`src/rtl/dtlb_req_buffer_pkg.sv`:
```
// Shared types and sizing constants for the DTLB request front-end.
// tlb_req_t is the hart-wide request record; the buffer stores it unchanged.
package dtlb_req_buffer_pkg;

    localparam int NUM_OF_REQ_TO_DTLB = 2;
    localparam int NUM_OF_DTLB_LOOKUP = 2;
    localparam int DTLB_REQ_BUF_DEPTH = 8;
    localparam int VADDR_W            = 32;

    typedef struct packed {
        logic               valid;
        logic [VADDR_W-1:0] vaddr;
        logic               is_store;
        logic [3:0]         lsu_tag;
    } tlb_req_t;

endpackage

```
`src/rtl/dtlb_req_compactor.sv`:
```
// Prefix-count of a lane valid vector: each lane gets the number of valid lanes
// below it (its slot offset), plus the total count. Purely combinational.
module dtlb_req_compactor #(
    parameter int NUM_OF_REQ = 2,
    parameter int OFF_W      = $clog2(NUM_OF_REQ + 1)
) (
    input  logic [NUM_OF_REQ-1:0]            i_valid_vec,
    output logic [NUM_OF_REQ-1:0][OFF_W-1:0] o_lane_offset,
    output logic [OFF_W-1:0]                 o_n_enq
);

    logic [OFF_W-1:0] w_cnt;

    always_comb begin
        w_cnt         = '0;
        o_lane_offset = '0;
        for (int i = 0; i < NUM_OF_REQ; i++) begin
            o_lane_offset[i] = w_cnt;
            w_cnt            = w_cnt + OFF_W'(i_valid_vec[i]);
        end
        o_n_enq = w_cnt;
    end

endmodule

```
`src/rtl/dtlb_req_buffer.sv`:
```
// In-order circular buffer between the LSU request lanes and the DTLB lookup
// ports. Lookup outputs and stall depend on registered state only.
module dtlb_req_buffer
    import dtlb_req_buffer_pkg::*;
#(
    parameter int NUM_OF_REQ    = NUM_OF_REQ_TO_DTLB,
    parameter int NUM_OF_LOOKUP = NUM_OF_DTLB_LOOKUP,
    parameter int DEPTH         = DTLB_REQ_BUF_DEPTH,
    parameter int CNT_W         = $clog2(DEPTH + 1)
) (
    input  logic                          clk,
    input  logic                          rst_n,
    input  logic                          flush,
    input  tlb_req_t [NUM_OF_REQ-1:0]     req,
    output logic                          stall_req_to_dtlb,
    output tlb_req_t [NUM_OF_LOOKUP-1:0]  lookup_req,
    input  logic                          lookup_ready,
    output logic [CNT_W-1:0]              occupancy,
    output logic                          overflow_err
);

    localparam int PTR_W = $clog2(DEPTH);
    localparam int OFF_W = $clog2(NUM_OF_REQ + 1);

    tlb_req_t         r_entry [DEPTH];
    logic [PTR_W-1:0] r_head;
    logic [PTR_W-1:0] r_tail;
    logic [CNT_W-1:0] r_occ;
    logic             r_ovf;

    logic [NUM_OF_REQ-1:0]            w_valid_vec;
    logic [NUM_OF_REQ-1:0][OFF_W-1:0] w_lane_off;
    logic [OFF_W-1:0]                 w_n_enq;
    logic [NUM_OF_REQ-1:0]            w_accept;
    logic [CNT_W-1:0]                 w_free;
    logic [CNT_W-1:0]                 w_n_acc;
    logic [CNT_W-1:0]                 w_n_lk;
    logic [CNT_W-1:0]                 w_n_deq;

    always_comb begin
        w_valid_vec = '0;
        for (int i = 0; i < NUM_OF_REQ; i++) begin
            w_valid_vec[i] = req[i].valid;
        end
    end

    dtlb_req_compactor #(
        .NUM_OF_REQ (NUM_OF_REQ),
        .OFF_W      (OFF_W)
    ) u_compactor (
        .i_valid_vec   (w_valid_vec),
        .o_lane_offset (w_lane_off),
        .o_n_enq       (w_n_enq)
    );

    // Free space excludes slots dequeued this cycle; they become usable next cycle.
    always_comb begin
        w_free   = CNT_W'(DEPTH) - r_occ;
        w_n_acc  = (CNT_W'(w_n_enq) > w_free) ? w_free : CNT_W'(w_n_enq);
        w_accept = '0;
        for (int i = 0; i < NUM_OF_REQ; i++) begin
            w_accept[i] = req[i].valid && (CNT_W'(w_lane_off[i]) < w_free);
        end
        w_n_lk  = (r_occ > CNT_W'(NUM_OF_LOOKUP)) ? CNT_W'(NUM_OF_LOOKUP) : r_occ;
        w_n_deq = lookup_ready ? w_n_lk : '0;
    end

    always_comb begin
        lookup_req = '0;
        for (int i = 0; i < NUM_OF_LOOKUP; i++) begin
            lookup_req[i]       = r_entry[r_head + PTR_W'(i)];
            lookup_req[i].valid = CNT_W'(i) < r_occ;
        end
    end

    always_ff @(posedge clk) begin
        if (!rst_n || flush) begin
            r_head <= '0;
            r_tail <= '0;
            r_occ  <= '0;
            r_ovf  <= 1'b0;
            for (int d = 0; d < DEPTH; d++) begin
                r_entry[d].valid <= 1'b0;
            end
        end else begin
            // Retired and newly written slots never coincide, so order is irrelevant.
            for (int k = 0; k < NUM_OF_LOOKUP; k++) begin
                if (CNT_W'(k) < w_n_deq) begin
                    r_entry[r_head + PTR_W'(k)].valid <= 1'b0;
                end
            end
            for (int i = 0; i < NUM_OF_REQ; i++) begin
                if (w_accept[i]) begin
                    r_entry[r_tail + PTR_W'(w_lane_off[i])] <= req[i];
                end
            end
            r_tail <= r_tail + PTR_W'(w_n_acc);
            r_head <= r_head + PTR_W'(w_n_deq);
            r_occ  <= r_occ + w_n_acc - w_n_deq;
            r_ovf  <= CNT_W'(w_n_enq) > w_free;
        end
    end

    assign stall_req_to_dtlb = w_free < CNT_W'(NUM_OF_REQ);
    assign occupancy         = r_occ;
    assign overflow_err      = r_ovf;

endmodule

```
`config.mk`:
```
export PLATFORM = sky130hd
export DESIGN_NAME = dtlb_req_buffer
export DESIGN_NICKNAME = d
export VERILOG_FILES = /design/src/rtl/dtlb_req_buffer_pkg.sv /design/src/rtl/dtlb_req_compactor.sv /design/src/rtl/dtlb_req_buffer.sv
export SDC_FILE = /design/constraint.sdc
export NUM_CORES = 1
export LEC_CHECK = 0
export CORE_MARGIN = 2
export CORE_UTILIZATION = 55
export DETAILED_ROUTE_END_ITERATION = 6
export GPL_ROUTABILITY_DRIVEN = 0
export PLACE_DENSITY = 0.86
export SLEW_MARGIN = 20
export SYNTH_ARGS = -nofsm -noshare
export SYNTH_HDL_FRONTEND = slang
export SYNTH_SLANG_ARGS = --single-unit
```
`constraint.sdc`:
```
create_clock -name clk -period 6.6 [get_ports clk]
set_clock_uncertainty 0.15 [all_clocks]
set_input_delay 1.32 -clock clk [delete_from_list [all_inputs] [get_ports clk]]
set_output_delay 1.32 -clock clk [all_outputs]
set_load 0.1 [all_outputs]
```
==> metrics.cfg, run 1 <==
[run_status]
outcome=complete, no violations

[power]
powerDensity_mw_per_mm2=285
p_clk_share_pct=29.0
internal_power_uw=3980
swShare_pct=41.5
p_leak_uw=0.00726
ir_drop_v=0.000639
combPwrFrac_pct=38.0
power_frac_seq_pct=33.0
power_switching_uw=2830

[cells_and_area]
drive_gt1_share_pct=29.9
area_growth_pct=14.8
fill_cells=2603
finish.net_count=1654
instances_no_fill=2091

[floorplanning]
fp.dieH_um=199
core_mm2=0.0375
die_area_mm2=0.0394
boundaryPins=162
row_count=71
initial_utilization_pct=55.6
die_x_um=199

[detailed_routing]
finalWirelength_mm=66.3
routed.top_layer=met5
wl_per_cell_um=31.7
met2_length_mm=30.6
dr.pass1.iters=5
drtAntennaViolNets=0
viasPerCell=7.92
route.vias.total=16600
drt_iter0_markers=2859
dr_wl_met3_mm=9.57
wl_met1_mm=22.4
drc_errors=0

[clock_network]
cts_sinks=307
cts_buffers=34
cts.clk_slew.worst_paths_ps=60
clk_path_buf_depth=3
clkLatencyLatePin_ps=540
htreeDepth=2
cts_tree=built
post_cts_buffers=0
cts-root-buf=clkbuf_16
cts_resized=0
ctsHoldBuffers=0

[yosys]
syn_nets=1625
synth_top_area_share_pct=42.7
syn_avg_cell_area_um2=13.7
synthTopCellsByCount=296 x edfxtp_1, 169 x mux2_2, 150 x o211ai_1, 148 x mux4_2, 142 x clkbuf_1
yosysMostFrequentCell=edfxtp_1
ys_ff_latch=307
synth_top_cell_by_area=edfxtp_1
synth_area_mm2=0.0208
async_reset_ff_share_pct=0
yosys_warnings=0
ys.flop_type=edfxtp_1
yosys-top-cells-area=edfxtp_1 43%, mux4_2 16%, mux2_2 9.1%
synthCells=1526
post_synth_num_cell_types=48
synth-edff-count=296
ys_seq_area_share_pct=43.7

[worst_setup_path]
path_max_fanout=34
critPathKind=register to primary output
critPathCaptureType=primary output
worstPathRequired_ps=5130
critical-path-top-delay-family=buffers and inverters
arrival_ps=4130
max_stage_delay_ps=970
timing.critical_path.buf_inv=2
cp-start-kind=register
cp_slowest_cell=clkdlybuf4s50_1
path_cells=ha_4 > buf_4 > mux4_2 > mux2_2 > clkdlybuf4s50_1

[global_routing]
grt_pass1_wl_mm=100
overflow=0
grt_pass1_vias=17000
grt_max_degree=150
grt_usage_pct=33.8
antenna_found_initial=4

[sta]
worst_pin_slew_ps=1170
setup_viol=0
final_hold_viol_count=0
clock.fmax_ghz=0.179
rsz0062_at_grt=no
min_period_ps=5600
period_share_pct=84.8
finalMaxSlewViolations=0
setup_tns_ps=0
slew_headroom_pct=22.3

[flow_run]
drv_cap=0

[placement]
dp_hpwl_mm=35.7
io_buffers=161
dp_cells=2029

[worst_hold_path]
hold_class=register to register

-- cells by family after synthesis --
group                      synth area share, %
adders and majority gates                 1.29
muxes                                     28.1
other                                   0.0361
buffers and inverters                     5.25
and+or+nand+nor                           1.96
DFF                                       43.7
xor gates and xnor gates                 0.336
AOI/OAI and AO/OA                         19.3
-- area by class of cell --
type / count / area [um2] / area share [%]
Antenna cell: 1 / 2.50 / 0.0105
Multi-Input combinational cell: 967 / 10900 / 45.5
Inverter: 45 / 169 / 0.706
Clock inverter: 23 / 246 / 1.03
Sequential cell: 307 / 9120 / 38.1
Clock buffer: 37 / 883 / 3.69
Tap cell: 511 / 639 / 2.67
Timing Repair Buffer: 200 / 1980 / 8.27
-- worst min-delay path, delay by kind of cell, from the launching register on --
kind | cells | cell delay (ps)
xor gates and xnor gates | 1 | 180
DFF | 1 | 380
and+or+nand+nor | 1 | 40
-- routing by layer --
metal / GRT usage (%) / vias to the layer above
met5: 0 / -
met4: 18.3 / 6
met3: 10.5 / 336
met2: 52.2 / 1529
met1: 42.7 / 8127
li1: - / 6555
-- flip-flops by register name, indices dropped and copies added (netlist names) --
register	cells
occupancy	4
r_head	3
r_entry	296
r_tail	3
overflow_err	1
-- per-stage QoR --
step / area (um2) / utilization [%] / hold WS, ps / total power, uW / setup slack [ps]
after detailed placement: 22800 / 60.7 / 468 / 4810 / 1510
after floorplan: 20800 / - / 413 / 4140 / 1030
after global placement: 22800 / 60.7 / 440 / 4770 / 1610
after global routing: 23900 / 63.8 / 542 / 6960 / 850
final: 23900 / 63.8 / 487 / 6810 / 1000
after CTS: 23900 / 63.7 / 483 / 6750 / 961
-- cell usage in the layout, fill, tap and decap left out, types with 37 or more instances in the layout --
cell type	synthesis	final
o31ai_1	80	79
a2111oi_0	70	70
mux2_1	53	53
edfxtp_1	296	296
o211ai_1	150	150
a211oi_1	78	78
inv_1	45	45
mux2_2	169	169
nand2_1	46	44
mux4_2	148	148
clkdlybuf4s50_1	0	161
o41ai_1	37	37
-- power by group through the flow --
stage,combinational [uW],sequential (uW),clock (uW)
after floorplan,1840,2300,0
after global placement,2490,2280,0
after global routing,2670,2250,2050
after CTS,2540,2240,1970
final,2590,2250,1980
after detailed placement,2520,2280,0
-- path summary, 6_finish.rpt --
| check | slack (ps) | cells after the start | to | start |
|---|---|---|---|---|
| max | 1000 | 5 | lookup_req[41] | r_head[1] |
| max reg2reg | 2060 | 11 | occupancy[3] | occupancy[0] |
| min | 490 | 2 | r_tail[2] | r_tail[2] |
| min reg2reg | 490 | 2 | r_tail[2] | r_tail[2] |
Power figures use the tool's default switching activity.
==> run 2, diff against run 1 <==
clock period = 5.6 ns   (was 6.6 ns; I/O delays follow)
==> run 2 against run 1 <==
  * Sequential power up 18%
  * Largest power group unchanged
  * The run now ends with DRC left
  * Die area unchanged
  * Sequential share of layout area up 0.072 points
==> metrics.cfg, run 2 (synthesized netlist as in run 1, its figures left out) <==
[run_status]
outcome=complete, but fails checks
failed_checks=DRC

[floorplanning]
initial_utilization_pct=55.6  ; unchanged
die_x_um=199  ; unchanged
row_count=71  ; unchanged
die_area_mm2=0.0394  ; unchanged
core_mm2=0.0375  ; unchanged
fp.dieH_um=199  ; unchanged
boundaryPins=162  ; unchanged

[detailed_routing]
route.vias.total=16600  ; +0.41%
dr.pass1.iters=7  ; +2
drt_iter0_markers=2804  ; -1.9%
finalWirelength_mm=66.8  ; +0.79%
viasPerCell=7.95  ; +0.36%
drc_errors=1  ; +1
wl_per_cell_um=31.9  ; +0.74%
drtAntennaViolNets=0  ; unchanged

[sta]
hold_ws_ps=481  ; -5.68 ps
clock.fmax_ghz=0.198
worst_pin_slew_ps=1200  ; +36.2 ps
min_period_ps=5060
setup_viol=0  ; unchanged
slew_headroom_pct=19.9  ; -2.4 points
setup_tns_ps=0  ; unchanged
finalMaxSlewViolations=0  ; unchanged
rsz0062_at_grt=no
period_share_pct=90.3
final_hold_viol_count=0  ; unchanged

[global_routing]
grt_max_degree=150  ; unchanged
use_met3_pct=9.48  ; -1.1 points
top_usage_layer=met2
overflow=0  ; unchanged
grt_usage_pct=33.5  ; -0.31 points
use_met1_pct=43.2  ; +0.59 points
grt_pass1_vias=16900  ; -0.31%
antenna_found_initial=2  ; -2
grt_pass1_wl_mm=99.7  ; -0.60%
grt_use_met2_pct=50.8  ; -1.4 points

[clock_network]
clk_path_buf_depth=3  ; unchanged
htreeDepth=1  ; -1
cts_buffers=31  ; -8.8%
cts_sinks=307  ; unchanged
ctsHoldBuffers=0  ; unchanged
cts_tree=built
clkLatencyLatePin_ps=570  ; +30 ps
cts_resized=0  ; unchanged
post_cts_buffers=0  ; unchanged
cts.clk_slew.worst_paths_ps=70  ; about the same
cts-root-buf=clkbuf_16

[worst_setup_path]
critPathKind=register to primary output
worst_path_most_repeated_cell=buf_4
cp-start-kind=register
critPathCaptureType=primary output
crit_cells=5  ; unchanged
max_stage_delay_ps=980  ; about the same
r2r_cells=8  ; -3
path_cells=buf_4 > buf_4 > mux4_2 > mux2_2 > clkdlybuf4s50_1
critical-path-top-delay-family=buffers and inverters
startpoint=r_head[1]
worstPathRequired_ps=4330  ; -800 ps
timing.critical_path.buf_inv=3  ; +1
reg2reg_from=occupancy[0]
arrival_ps=3790  ; -340 ps
path_max_fanout=46  ; +35%
cp_slowest_cell=clkdlybuf4s50_1

[cells_and_area]
finish.net_count=1657  ; +0.18%
largest_reg_flops=296  ; unchanged
drive_gt1_share_pct=31.9  ; +2.0 points
antenna_cells=0  ; -1
area_growth_pct=14.6
layout_commonest_cell=edfxtp_1
regMostFlops=r_entry
mostFrequentLayoutCells=296 x edfxtp_1, 169 x mux2_2, 150 x o211ai_1, 148 x mux4_2, 135 x clkdlybuf4s50_1

[placement]
io_buffers=161  ; unchanged
dp_hpwl_mm=37.3  ; +4.6%

[worst_hold_path]
hold_start=r_tail[2]
hold_depth=2  ; unchanged
hold_class=register to register

[flow_run]
drv_cap=0  ; unchanged

[power]
powerDensity_mw_per_mm2=332  ; +17%
p_leak_uw=0.00728  ; +0.28%
ir_drop_v=0.000543  ; -15%

[run 2: cell types whose count changed in the layout (fill, tap and decap cells not counted), sizes merged]
| cell | change |
|---|---|
| inv | -2 |
| bufinv | +1 |
| clkbuf | -2 |
| buf | +32 |
| clkdlybuf4s50 | -26 |
| diode | -1 |
| clkinv | -3 |
| clkinvlp | +2 |
[run 2: worst paths after layout]
kind,to,slack (ps)
setup / recovery,lookup_req[0],540
hold / removal,r_tail[2],480
setup reg to reg,r_entry[3][6],1220
hold reg to reg,r_tail[2],480
[run 2: stage by stage]
stage / utilization, % / area (um2) / total power, uW / cells / setup slack [ps]
CTS: 63.6 / 23800 / 7840 / 2091 / 553
finish: 63.7 / 23900 / 7920 / 2092 / 542
floorplan: - / 20800 / 4880 / 1526 / 30.8
detailed placement: 60.8 / 22800 / 5680 / 2035 / 934
global placement: 60.8 / 22800 / 5620 / 2035 / 1130
global route: 63.7 / 23900 / 8080 / 2092 / 448
[run 2: per-layer routing]
layer / vias to the layer above / wire length, um
met5: - / 32
met4: 4 / 3980
met3: 378 / 10300
met2: 1666 / 30000
met1: 8000 / 22500
li1: 6573 / -
[run 2: layout make-up]
cell class              instances  area [um2]
fillers                      2577       13600
clock inverters                21         270
flip-flops and latches        307        9120
inverters                      45         169
well taps                     511         639
multi-input cells             967       10900
clock buffers                  35         791
repair buffers                206        2000
[run 2: worst register-to-register path: stages, from the launching register on]
cell	delay (ps)
dfxtp_1	420
inv_1	210
ha_1	310
nor3b_1	140
a41oi_4	350
buf_4	730
o21ai_0	540
o21ai_4	780
buf_4	430
[run 2: report_power, final]
group	leakage [uW]	total, uW	switching, uW	internal (uW)
sequential	0.00277	2650	70.1	2580
clock	0.000511	2210	926	1290
combinational	0.00400	3060	2330	731
